File: config.mk
export PLATFORM = sky130hd
export DESIGN_NAME = lcd_ctrl
export DESIGN_NICKNAME = d
export VERILOG_FILES = /design/src/rtl/lcd_ctrl_pkg.sv /design/src/rtl/lcd_timer.sv /design/src/rtl/lcd_ctrl.sv
export SDC_FILE = /design/constraint.sdc
export NUM_CORES = 1
export LEC_CHECK = 0
export CAP_MARGIN = 30
export CELL_PAD_IN_SITES_DETAIL_PLACEMENT = 0
export CELL_PAD_IN_SITES_GLOBAL_PLACEMENT = 1
export CORE_MARGIN = 2
export CORE_UTILIZATION = 25
export DETAILED_ROUTE_END_ITERATION = 8
export HOLD_SLACK_MARGIN = 0.15
export PLACE_DENSITY_LB_ADDON = 0.1
export SYNTH_ARGS = -nofsm -noshare
export SYNTH_HDL_FRONTEND = slang
export SYNTH_SLANG_ARGS = --single-unit
File: constraint.sdc
create_clock -name clk_i -period 2.7 [get_ports clk_i]
set_input_delay 0.27 -clock clk_i [delete_from_list [all_inputs] [get_ports clk_i]]
set_output_delay 0.27 -clock clk_i [all_outputs]
set_load 0.05 [all_outputs]
File: src/rtl/lcd_ctrl_pkg.sv
// ============================================================================
// Module   : lcd_ctrl_pkg
// Brief    : Shared types and constants for the HD44780-style LCD controller:
//            FSM state enum, panel bus bit positions and the init ROM.
// Revision : 1.0 - initial release
// ============================================================================
`default_nettype none

package lcd_ctrl_pkg;

    typedef enum logic [2:0] {
        PWR_WAIT = 3'd0,
        SETUP    = 3'd1,
        PULSE    = 3'd2,
        HOLD     = 3'd3,
        EXEC     = 3'd4,
        IDLE     = 3'd5
    } lcd_state_t;

    // Panel bus bit positions
    localparam int LCD_ON_BIT   = 11;
    localparam int LCD_EN_BIT   = 10;
    localparam int LCD_RS_BIT   = 9;
    localparam int LCD_RW_BIT   = 8;
    localparam int LCD_DATA_LSB = 0;

    // Power-on init sequence: function set, function set, display on,
    // clear, entry mode. All are instructions (RS=0).
    localparam int INIT_LEN = 5;
    localparam logic [0:INIT_LEN-1][7:0] INIT_ROM = {
        8'h38, 8'h38, 8'h0C, 8'h01, 8'h06
    };

    // Clear display (0x01) and return home (0x02/0x03) need the long wait.
    function automatic logic is_long_cmd(input logic rs, input logic [7:0] data);
        return !rs && ((data == 8'h01) || (data == 8'h02) || (data == 8'h03));
    endfunction

    function automatic int max_of(input int a, input int b);
        return (a > b) ? a : b;
    endfunction

endpackage

`default_nettype wire

File: src/rtl/lcd_timer.sv
// ============================================================================
// Module   : lcd_timer
// Brief    : Loadable down-counter. done_o flags the last cycle of an
//            interval: loading N gives exactly N cycles until done_o.
// Revision : 1.0 - initial release
// ============================================================================
`default_nettype none

module lcd_timer #(
    parameter int W = 8
) (
    input  logic         clk_i,
    input  logic         rst_ni,
    input  logic         load_i,
    input  logic [W-1:0] value_i,
    output logic         done_o
);

    logic [W-1:0] count;

    // Load takes priority; otherwise count down and rest at zero.
    always_ff @(posedge clk_i or negedge rst_ni) begin
        if (!rst_ni) begin
            count <= '0;
        end else if (load_i) begin
            count <= value_i;
        end else if (count != '0) begin
            count <= count - W'(1);
        end
    end

    assign done_o = (count == W'(1));

endmodule

`default_nettype wire

File: src/rtl/lcd_ctrl.sv
// ============================================================================
// Module   : lcd_ctrl
// Brief    : Character LCD bus controller. Waits for panel power-up, plays
//            the init ROM, then sends requester bytes with setup / enable
//            pulse / hold / execution timing on a 12-bit panel bus.
// Revision : 1.0 - initial release
// ============================================================================
`default_nettype none

module lcd_ctrl
    import lcd_ctrl_pkg::*;
#(
    parameter int T_PWR       = 750000,
    parameter int T_SU        = 3,
    parameter int T_EN        = 12,
    parameter int T_HOLD      = 2,
    parameter int T_EXEC      = 2000,
    parameter int T_EXEC_LONG = 82000
) (
    input  logic        clk_i,
    input  logic        rst_ni,
    input  logic        cmd_valid_i,
    input  logic        cmd_rs_i,
    input  logic [7:0]  cmd_data_i,
    output logic        cmd_ready_o,
    output logic [11:0] io_lcd_o,
    output logic        init_done_o,
    output logic        busy_o
);

    localparam int T_MAX = max_of(max_of(max_of(T_PWR, T_SU), max_of(T_EN, T_HOLD)),
                                  max_of(T_EXEC, T_EXEC_LONG));
    localparam int CW    = $clog2(T_MAX) + 1;

    lcd_state_t    state, state_next;
    logic          on_q;
    logic          rs_q;
    logic [7:0]    data_q;
    logic [2:0]    init_idx;
    logic [2:0]    idx_next;
    logic          init_done_q;

    logic          tmr_load;
    logic [CW-1:0] tmr_value;
    logic          tmr_done;

    logic          start_init;
    logic          next_init;
    logic          finish_init;
    logic          accept;

    assign idx_next = init_idx + 3'd1;

    lcd_timer #(.W(CW)) u_timer (
        .clk_i   (clk_i),
        .rst_ni  (rst_ni),
        .load_i  (tmr_load),
        .value_i (tmr_value),
        .done_o  (tmr_done)
    );

    // State register
    always_ff @(posedge clk_i or negedge rst_ni) begin
        if (!rst_ni) begin
            state <= PWR_WAIT;
        end else begin
            state <= state_next;
        end
    end

    // Next-state logic and timer reloads; each state loads the timer with
    // the duration of the state it hands over to.
    always_comb begin
        state_next  = state;
        tmr_load    = 1'b0;
        tmr_value   = '0;
        start_init  = 1'b0;
        next_init   = 1'b0;
        finish_init = 1'b0;
        accept      = 1'b0;
        case (state)
            PWR_WAIT: begin
                // on_q is still low on the first clock after reset release,
                // which is where the power-on interval is armed.
                if (!on_q) begin
                    tmr_load  = 1'b1;
                    tmr_value = CW'(T_PWR);
                end else if (tmr_done) begin
                    state_next = SETUP;
                    tmr_load   = 1'b1;
                    tmr_value  = CW'(T_SU);
                    start_init = 1'b1;
                end
            end
            SETUP: begin
                if (tmr_done) begin
                    state_next = PULSE;
                    tmr_load   = 1'b1;
                    tmr_value  = CW'(T_EN);
                end
            end
            PULSE: begin
                if (tmr_done) begin
                    state_next = HOLD;
                    tmr_load   = 1'b1;
                    tmr_value  = CW'(T_HOLD);
                end
            end
            HOLD: begin
                if (tmr_done) begin
                    state_next = EXEC;
                    tmr_load   = 1'b1;
                    tmr_value  = is_long_cmd(rs_q, data_q) ? CW'(T_EXEC_LONG) : CW'(T_EXEC);
                end
            end
            EXEC: begin
                if (tmr_done) begin
                    if (init_done_q) begin
                        state_next = IDLE;
                    end else if (init_idx == 3'(INIT_LEN - 1)) begin
                        state_next  = IDLE;
                        finish_init = 1'b1;
                    end else begin
                        state_next = SETUP;
                        tmr_load   = 1'b1;
                        tmr_value  = CW'(T_SU);
                        next_init  = 1'b1;
                    end
                end
            end
            IDLE: begin
                if (cmd_valid_i) begin
                    state_next = SETUP;
                    tmr_load   = 1'b1;
                    tmr_value  = CW'(T_SU);
                    accept     = 1'b1;
                end
            end
            default: begin
                state_next = PWR_WAIT;
            end
        endcase
    end

    // Bus byte, init progress and the sticky status flags
    always_ff @(posedge clk_i or negedge rst_ni) begin
        if (!rst_ni) begin
            on_q        <= 1'b0;
            rs_q        <= 1'b0;
            data_q      <= 8'h00;
            init_idx    <= 3'd0;
            init_done_q <= 1'b0;
        end else begin
            on_q <= 1'b1;
            if (start_init) begin
                rs_q     <= 1'b0;
                data_q   <= INIT_ROM[0];
                init_idx <= 3'd0;
            end
            if (next_init) begin
                init_idx <= idx_next;
                data_q   <= INIT_ROM[idx_next];
            end
            if (accept) begin
                rs_q   <= cmd_rs_i;
                data_q <= cmd_data_i;
            end
            if (finish_init) begin
                init_done_q <= 1'b1;
            end
        end
    end

    // Panel bus assembly; EN follows the state register so reset drops it at once
    always_comb begin
        io_lcd_o                          = '0;
        io_lcd_o[LCD_ON_BIT]              = on_q;
        io_lcd_o[LCD_EN_BIT]              = (state == PULSE);
        io_lcd_o[LCD_RS_BIT]              = rs_q;
        io_lcd_o[LCD_RW_BIT]              = 1'b0;
        io_lcd_o[LCD_DATA_LSB +: 8]       = data_q;
    end

    assign cmd_ready_o = (state == IDLE);
    assign busy_o      = (state != IDLE);
    assign init_done_o = init_done_q;

endmodule

`default_nettype wire

---- Word-level counts from Yosys, hierarchy flattened ----
Memories as Yosys holds them, arrays and structs flattened.
Index checks and enable logic that the tools add are counted.
storage, ports and cells
  register bits ........................... 38
  memory bits (read-only) ................. 64
  output and inout port bits .............. 15
  word-level logic and storage cells ...... 89
  memories ................................ 1
operators by class
  $add $sub $neg .......................... 2
  order comparisons ....................... 1
  eq/ne operators ......................... 18
  multiplexer cells ....................... 47
  bitwise logic cells ..................... 1
  reductions and logical operators ........ 12
memory list
  memory           depth  width  read ports  clocked after memory_dff  wr ports  RTL line         RTL
  (no name shown)  8      8      1           0                         0         lcd_ctrl.sv:162  data_q <= INIT_ROM[idx_next];
operators with widths
  kind                                                                   count
  20-bit case mux with 6 select lines                                    1
  21-bit 2-to-1 mux                                                      2
  8-bit 2-to-1 mux                                                       5
  17-bit 2-to-1 mux                                                      2
  3-bit 2-to-1 mux                                                       11
  21-bit by 1-bit == test with 1-bit output (second input constant)      1
  21-bit nonzero test                                                    1
  21-bit by 1-bit subtractor with 21-bit output (second input constant)  1
  20-bit 2-to-1 mux                                                      1
  3-bit case mux with 6 select lines                                     1
  8-bit by 2-bit == test with 1-bit output (second input constant)       2
  1-bit 2-to-1 mux                                                       16
  2-bit 2-to-1 mux                                                       6
  2-bit != test (second input constant)                                  6
  3-bit == test (second input constant)                                  3
  8-bit by 1-bit == test with 1-bit output (second input constant)       1
  7-bit AND reduction                                                    1
  3-bit by 2-bit == test with 1-bit output (second input constant)       2
  2-bit nonzero test                                                     3
  4-bit >= comparator (second input constant)                            1
  4-bit 2-to-1 mux                                                       1
  3-bit inverter with 4-bit output                                       1
  1-bit case mux with 4 select lines                                     1
  3-bit by 1-bit adder with 3-bit output (second input constant)         1
  other kinds (9)                                                        10

---- Depth between registers and ports, before layout ----
Gate-level depths: netlist (run 1).
  depth after elaboration ................. 8
  gate-level depth with buffers ........... 8

---- Modules after synthesis ----
A second synthesis (run 1) with hierarchy kept.
second synthesis, totals
  cells, all modules ...................... 253
  area, all modules ....................... 2,384.8 sq um
modules (own cells, without submodules)
  module     times used  cells an instance  area an instance (sq um)
  lcd_timer  1           144                1,342.5
  lcd_ctrl   1           109                1,042.2

---- Worst setup path after synthesis (run 1) ----
OpenSTA, ideal clock, no wires.
  kind .................................... register -> register
  start ................................... reg u_timer.count[16]
  end ..................................... reg u_timer.count[1]
  data arrival time ....................... 2,429 ps
  data required time ...................... 2,622 ps
  slack ................................... 194 ps
  stages on the path, launching flop included .. 8
  clock period less this slack ............ 2,506 ps
  cell sequence ........................... dfrtp_1 -> or4_4 -> or4_4 -> buf_6 -> nor3_1 -> buf_2 -> mux2_2 -> a21oi_1
between the ends
  word-level cells in the longest chain between the ends .. 5
  elaborated cells on any way between the ends .. 14
  classes of those cells .................. 1 x eq/ne; 11 x mux; 2 x reduce/logical
ends and longest elaborated chain
  element                                                                                           RTL line                                         RTL
  from (decl)                                                                                       lcd_timer.sv:19                                  logic [W-1:0] count;
  from (signal assigned)                                                                            lcd_timer.sv:26                                  count <= value_i;
  from (signal assigned)                                                                            lcd_timer.sv:28                                  count <= count - W'(1);
  21-bit by 1-bit == test with 1-bit output                                                         lcd_timer.sv:32                                  assign done_o = (count == W'(1));
  2-bit 2-to-1 mux / 1-bit 2-to-1 mux (equally long branches)                                       lcd_ctrl.sv:88, lcd_ctrl.sv:96, lcd_ctrl.sv:103
  20-bit 2-to-1 mux / 1-bit 2-to-1 mux (equally long branches)                                      lcd_ctrl.sv:85                                   if (!on_q) begin
  20-bit case mux with 6 select lines / 1-bit case mux with 4 select lines (equally long branches)  lcd_ctrl.sv:81                                   case (state)
  21-bit 2-to-1 mux / 2-bit nonzero test (equally long branches)                                    --
Several ways; a longest one is shown, not always the timed one.
A chain may end at the register's enable or synchronous reset.

---- Final worst setup path (run 1) ----
  start ................................... reg u_timer.count[16]
  end ..................................... reg state[0]
between the ends
  word-level cells in the longest chain between the ends .. 3
  elaborated cells on any way between the ends .. 7
  classes of those cells .................. 6 x eq/ne; 1 x reduce/logical
ends and longest elaborated chain
  element                                                                                     RTL line         RTL
  21-bit by 1-bit == test with 1-bit output (*)                                               lcd_timer.sv:32
  2-bit != test (no line) / 2-bit by 1-bit != test with 1-bit output (equally long branches)  --
  7-bit AND reduction (no line) (*)                                                           --
  to (signal assigned)                                                                        lcd_ctrl.sv:67   state <= state_next;
  to (decl)                                                                                   lcd_ctrl.sv:35   lcd_state_t state, state_next;
Every way passes the cells marked *; elsewhere a longest branch is shown, timed or not.

==> flow_summary_export.csv, run 1 <==
group,metric,value,unit
logic_synthesis,netlist_top_cells_area,"dfrtp_1, ha_1, xnor2_1",
layout,areaGrowthSynthToFinish,26.51,%
worst_hold_path,hp-class,"input pin to async pin",
power_and_ir_drop,peakVddDrop,0.1860,mV
critical_path,worstPathMaxFanout,10,
logic_synthesis,ys_types,57,
logic_synthesis,synth_ff_type,"dfrtp_1",
logic_synthesis,synth-seq-cells,38,
critical_path,crit_start,"u_timer.count[16]$_DFFE_PN0P_",
power_and_ir_drop,p_leak,1.212,nW
clock_network,cts-htree-levels,2,
logic_synthesis,synth_top_cell_by_area,"dfrtp_1",
timing,period_share,0.9484,
clock_network,cts_setup_buffers,0,
power_and_ir_drop,p_sw,0.0003480,W
critical_path,r2r_start,"u_timer.count[16]$_DFFE_PN0P_",
layout,diodes,0,
floorplan,coreArea,9109,um2
grt,grt_overflow,0,
drt,ant_nets,0,
clock_network,insertion_delay,300,ps
drt,routed-wl-met3,162,um
timing,finalMaxSlewViolations,0,
drt,routed_via_density,5.030,
status,status,"completed",
drt,top_layer,"met4",
timing,hold_viol,0,
layout,mostFrequentLayoutCell,"dfrtp_1",
layout,n_fill_cell,948,
grt,grt_first_pass_wirelength,10750,um
drt,met1_length,3251,um
timing,fin_crit,2561,ps
grt,grt_usage,0.1375,
floorplan,start_util,0.2544,
placed_design,io_buffers,25,
layout,finalNetCount,303,
floorplan,die_w,100.3,um
power_and_ir_drop,internal_power,0.0009406,W
power_and_ir_drop,switching_share,0.2700,
floorplan,num_rows,35,
clock_network,cts_tree,"done",
logic_synthesis,syn_area,2317,um2
logic_synthesis,synth_top_area_share,0.4104,
timing,grt_setup_unrepaired,"no",
clock_network,clockRootBuffer,"clkbuf_8",
logic_synthesis,ys_async_sr_fraction,1.000,
logic_synthesis,syn-instance-count,242,
timing,whs,374.5,ps
layout,post-route-util,0.3218,
power_and_ir_drop,combPwrFrac,0.134,
grt,grt_pass1_vias,2037,
drt,vias,1992,
logic_synthesis,postSynthNetCount,261,
critical_path,reg2reg_depth,5,
placed_design,dp_hpwl,4882,um
logic_synthesis,yosys_warnings,0,
power_and_ir_drop,p_seq_frac,0.475,
critical_path,rrSetupSlack,140,ps
logic_synthesis,syn_avg_cell_area,9.575,um2
floorplan,ios,27,
drt,drc,0,
critical_path,crit_path_end,"state[0]$_DFFE_PN0P_",
critical_path,crit_type,"flip-flop to flip-flop",
grt,grt_max_degree,39,
logic_synthesis,seq_area_frac_synth,0.4104,
power_and_ir_drop,clkPwrFrac,0.391,
timing,fmax,390.5,MHz
timing,setup-tns-final,0,ps
power_and_ir_drop,power_density,439.5,nW/um2
critical_path,required,2860,ps
grt,antenna_found_initial,0,
layout,drive_gt1_frac,0.1649,
timing,finalSetupViolations,0,
floorplan,die_h,100.3,um
drt,wirelength,6644,um
drt,drt_first_pass_iters,4,
placed_design,place_congestion,0.8045,
critical_path,crit_path_start_kind,"flip-flop",
drt,drt_iter0_markers,65,
timing,worst_pin_slew,560.1,ps
timing,max-slew-margin-rel,0.6266,
drt,wl_met2,3145,um
logic_synthesis,synth_edf_count,0,
critical_path,end_kind,"flip-flop",
layout,most-common-layout-cells,"dfrtp_1, clkdlybuf4s50_1, buf_4, nor2_1, nand2_1",
timing,skew,14.94,ps
clock_network,clk_pin_slew,80,ps
floorplan,design.die.area,10060,um2
clock_network,clock_sinks,38,
drt,wl_per_cell,16.78,um
run,cap_violations,0,
clock_network,cts_buffers,5,
critical_path,worstPathArrival,2720,ps
critical_path,rr_endpoint,"state[0]$_DFFE_PN0P_",
clock_network,clockBufferDepth,2,
-- stage by stage --
stage	total power (W)	worst slack, ps	cell area [um2]	instances
2_1_floorplan	0.0007215	193.7	2317	242
3_3_place_gp	0.0007972	32.33	2779	386
3_5_place_dp	0.0007939	43.51	2779	386
4_1_cts	0.001308	35.26	2893	394
5_1_grt	0.001353	52.64	2932	396
6_report	0.001289	139.2	2932	396
-- kinds of logic after synthesis --
| group | count (synthesis) | share of synthesized area |
|---|---|---|
| compound gates | 63 | 0.2079 |
| xor+xnor | 14 | 0.05292 |
| fa+ha+maj | 7 | 0.03780 |
| buf+inv | 24 | 0.05561 |
| flops | 38 | 0.4104 |
| mux | 1 | 0.004859 |
| other cells | 2 | 0.003241 |
| simple gates | 93 | 0.2273 |
-- critical path, cell delays in order, from the launching register on --
cell and delay [ps]:
dfrtp_1 380, or4_4 550, or4_4 580, o31a_1 400, a221oi_2 390, a211oi_1 110
-- registers in the layout, indices dropped and copies added (netlist names) --
| signal | count |
|---|---|
| init_done_o | 1 |
| state | 3 |
| u_timer.count | 21 |
| rs_q | 1 |
| on_q | 1 |
| init_idx | 3 |
| data_q | 8 |
-- synthesized netlist by cell type, types with 3 or more instances --
| cell | count |
|---|---|
| o31a_1 | 4 |
| buf_4 | 4 |
| xnor2_1 | 8 |
| nor3_1 | 12 |
| a21oi_1 | 10 |
| nand2_1 | 17 |
| nor2_1 | 17 |
| a31oi_1 | 5 |
| inv_1 | 9 |
| a221o_1 | 3 |
| nor4_1 | 11 |
| nand3_1 | 6 |
| ha_1 | 7 |
| nor2b_1 | 3 |
| a22o_1 | 3 |
| or3_1 | 7 |
| a211oi_1 | 4 |
| clkbuf_1 | 7 |
| o21ai_0 | 9 |
| buf_6 | 3 |
| o31ai_1 | 4 |
| xor2_1 | 6 |
| dfrtp_1 | 38 |
-- worst min-delay path by stage --
stage,from,to
3_5_place_dp,rst_ni,u_timer.count[20]$_DFFE_PN0P_
4_1_cts,rst_ni,u_timer.count[10]$_DFFE_PN0P_
6_report,rst_ni,u_timer.count[17]$_DFFE_PN0P_
3_3_place_gp,rst_ni,u_timer.count[20]$_DFFE_PN0P_
2_1_floorplan,rst_ni,data_q[0]$_DFFE_PN0P_
5_1_grt,rst_ni,u_timer.count[18]$_DFFE_PN0P_
-- layout make-up --
cell class / instances / area [um2] / area share
Multi-Input combinational cell: 180 / 1246 / 0.4251
Sequential cell: 38 / 950.9 / 0.3244
Timing Repair Buffer: 50 / 447.9 / 0.1528
Tap cell: 111 / 138.9 / 0.04738
Clock buffer: 5 / 68.82 / 0.02347
Clock inverter: 3 / 45.04 / 0.01536
Inverter: 9 / 33.78 / 0.01152
-- layer usage --
layer  vias to the layer above  global-route usage
li1                        984                   -
met1                       968              0.1885
met2                        32              0.2189
met3                         8             0.02786
met4                         0             0.04110
met5                         -                   0
-- what timing repair did --
action,4_1_cts,5_1_grt
hold buffers,0,1
setup endpoints to repair,0,2
hold endpoints to repair,0,10
gates resized for setup,0,1
-- power by group through the flow --
stage	Sequential [W]	Clock, W	Combinational (W)
after global routing	0.000615	0.000549	0.000189
after global placement	0.000624	0	0.000173
after CTS	0.000613	0.000524	0.000171
after detailed placement	0.000623	0	0.000171
final	0.000612	0.000503	0.000173
after floorplan	0.000637	0	0.0000845
Power figures use the tool's default switching activity.
==> run 2: changes to the inputs <==
==> constraint.sdc (replaced) <==
create_clock -name clk_i -period 3.05 [get_ports clk_i]
set_input_delay 0.305 -clock clk_i [delete_from_list [all_inputs] [get_ports clk_i]]
set_output_delay 0.305 -clock clk_i [all_outputs]
set_load 0.05 [all_outputs]
==> flow_summary_export.csv, run 2 (same netlist as run 1, synthesis figures left out) <==
group,metric,value,unit
drt,vias,1946,
clock_network,cts_setup_buffers,0,
power_and_ir_drop,p_leak,1.138,nW
drt,drt_iter0_markers,58,
placed_design,dp_hpwl,4843,um
timing,grt_setup_unrepaired,"no",
run,cap_violations,0,
layout,top_register,"u_timer.count",
grt,grt_first_pass_wirelength,10740,um
timing,period_share,0.9074,
clock_network,clock_sinks,38,
placed_design,io_buffers,25,
timing,whs,414.9,ps
floorplan,start_util,0.2544,
critical_path,crit_type,"flip-flop to flip-flop",
layout,final_cells,381,
grt,antenna_found_initial,0,
layout,n_fill_cell,989,
drt,routed_via_density,5.108,
drt,wirelength,6657,um
grt,grt_usage,0.1391,
clock_network,clk_pin_slew,80,ps
floorplan,num_rows,35,
drt,drt_first_pass_iters,4,
critical_path,path_cells,"or4_4, or4_4, o31a_1, nand2_1, o31ai_1",
timing,finalSetupViolations,0,
drt,wl_per_cell,17.47,um
critical_path,required,3190,ps
layout,top_regs,"u_timer.count x21, data_q x8",
power_and_ir_drop,peakVddDrop,0.1539,mV
layout,largest_reg_flops,21,
clock_network,cts_resized,0,
drt,ant_nets,0,
timing,max-slew-margin-rel,0.4666,
clock_network,clockBufferDepth,2,
timing,finalMaxSlewViolations,0,
critical_path,worstPathMaxFanout,14,
timing,worst_pin_slew,792.7,ps
critical_path,crit_path_start_kind,"flip-flop",
layout,drive_gt1_frac,0.1148,
grt,grt_pass1_vias,1959,
clock_network,clockRootBuffer,"clkbuf_8",
floorplan,die_w,100.3,um
floorplan,ios,27,
layout,multi_input_comb_area,1237,um2
grt,grt_overflow,0,
layout,regArea,950.9,um2
floorplan,coreArea,9109,um2
layout,finalNetCount,288,
clock_network,insertion_delay,290,ps
timing,skew,1.831,ps
clock_network,cts_hold_buf,1,
placed_design,place_congestion,0.7191,
clock_network,cts_tree,"done",
critical_path,cp_common_cell,"or4_4",
critical_path,end_kind,"flip-flop",
worst_hold_path,hp-class,"input pin to async pin",
clock_network,cts-htree-levels,2,
floorplan,design.die.area,10060,um2
floorplan,die_h,100.3,um
grt,grt_max_degree,30,
drt,drc,0,
critical_path,max_stage_delay,630,ps
layout,most-common-layout-cells,"dfrtp_1, clkdlybuf4s50_1, nor2_1, nand2_1, nor3_1",
clock_network,cts_buffers,5,
timing,setup-tns-final,0,ps
critical_path,cpMaxStageDelayCell,"or4_4",
timing,hold_viol,0,
power_and_ir_drop,power_density,379.7,nW/um2
layout,diodes,0,
critical_path,worstPathArrival,2910,ps
timing,fmax,361.3,MHz
layout,mostFrequentLayoutCell,"dfrtp_1",
layout,areaGrowthSynthToFinish,20.30,%
status,status,"completed",
placed_design,dp.cells,372,
timing,fin_crit,2767,ps
==> run 2: cell types whose count changed in the layout (fill, tap and decap cells not counted), sizes merged <==
| cell | before | now |
|---|---|---|
| clkbuf | 5 | 7 |
| clkinv | 0 | 1 |
| clkinvlp | 2 | 0 |
| bufinv | 1 | 0 |
| buf | 25 | 10 |
==> run 2: cell type report <==
class | instances | area share
Inverter | 9 | 0.01212
Clock inverter | 1 | 0.001795
Sequential cell | 38 | 0.3411
Clock buffer | 7 | 0.03097
Tap cell | 111 | 0.04982
Timing Repair Buffer | 35 | 0.1203
Multi-Input combinational cell | 180 | 0.4439
==> run 2: path summary, 6_finish.rpt <==
| path | slack [ps] | end | from | cells past startpoint |
|---|---|---|---|---|
| worst min register to register | 500 | init_done_o$_DFFE_PN0P_ | init_done_o$_DFFE_PN0P_ | 1 |
| max in group asynchronous | 2170 | u_timer.count[7]$_DFFE_PN0P_ | rst_ni | 3 |
| min in group clk_i | 500 | init_done_o$_DFFE_PN0P_ | init_done_o$_DFFE_PN0P_ | 1 |
| worst max-delay path | 280 | u_timer.count[17]$_DFFE_PN0P_ | u_timer.count[16]$_DFFE_PN0P_ | 5 |
| worst max register to register | 280 | u_timer.count[17]$_DFFE_PN0P_ | u_timer.count[16]$_DFFE_PN0P_ | 5 |
| worst min-delay path | 410 | u_timer.count[17]$_DFFE_PN0P_ | rst_ni | 2 |
==> run 2: worst max-delay path: cells and delay by family (launching register included) <==
| family | cells | cell delay (ps) |
|---|---|---|
| compound gates | 2 | 620 |
| simple gates | 3 | 1550 |
| flops | 1 | 450 |
==> run 2: where the power goes <==
part           switching (W)  total (W)  internal, W  leakage (nW)
combinational      0.0000816   0.000142    0.0000600         0.630
sequential         0.0000220   0.000545     0.000523         0.459
clock               0.000189   0.000372     0.000183        0.0482
total               0.000293    0.00106     0.000765          1.14
==> run 2: metrics by stage <==
stage	utilization	power [W]	cell area, um2	setup WS, ps
global route	0.3060	0.001115	2788	140.3
finish	0.3060	0.001059	2788	282.6
CTS	0.3060	0.001084	2788	306.2
detailed placement	0.2949	0.0006972	2686	320.8
floorplan	-	0.0006387	2317	543.7
global placement	0.2927	0.0006958	2666	362.2
==> run 2: per-layer routing <==
layer  global-route usage  share of wire
met3              0.02298          0.024
met2               0.2308           0.49
met4              0.04110          0.013
met1               0.1863           0.47
met5                    0              0
==> run 3: changes to the inputs <==
--- a/config.mk
+++ b/config.mk
@@ -10,6 +10,7 @@
 export CELL_PAD_IN_SITES_GLOBAL_PLACEMENT = 1
 export CORE_MARGIN = 2
 export CORE_UTILIZATION = 25
+export CTS_CLUSTER_SIZE = 12
 export DETAILED_ROUTE_END_ITERATION = 8
 export HOLD_SLACK_MARGIN = 0.15
 export PLACE_DENSITY_LB_ADDON = 0.1
==> results of run 3 <==
Final layout, timing and power as in run 2 (identical DEF).
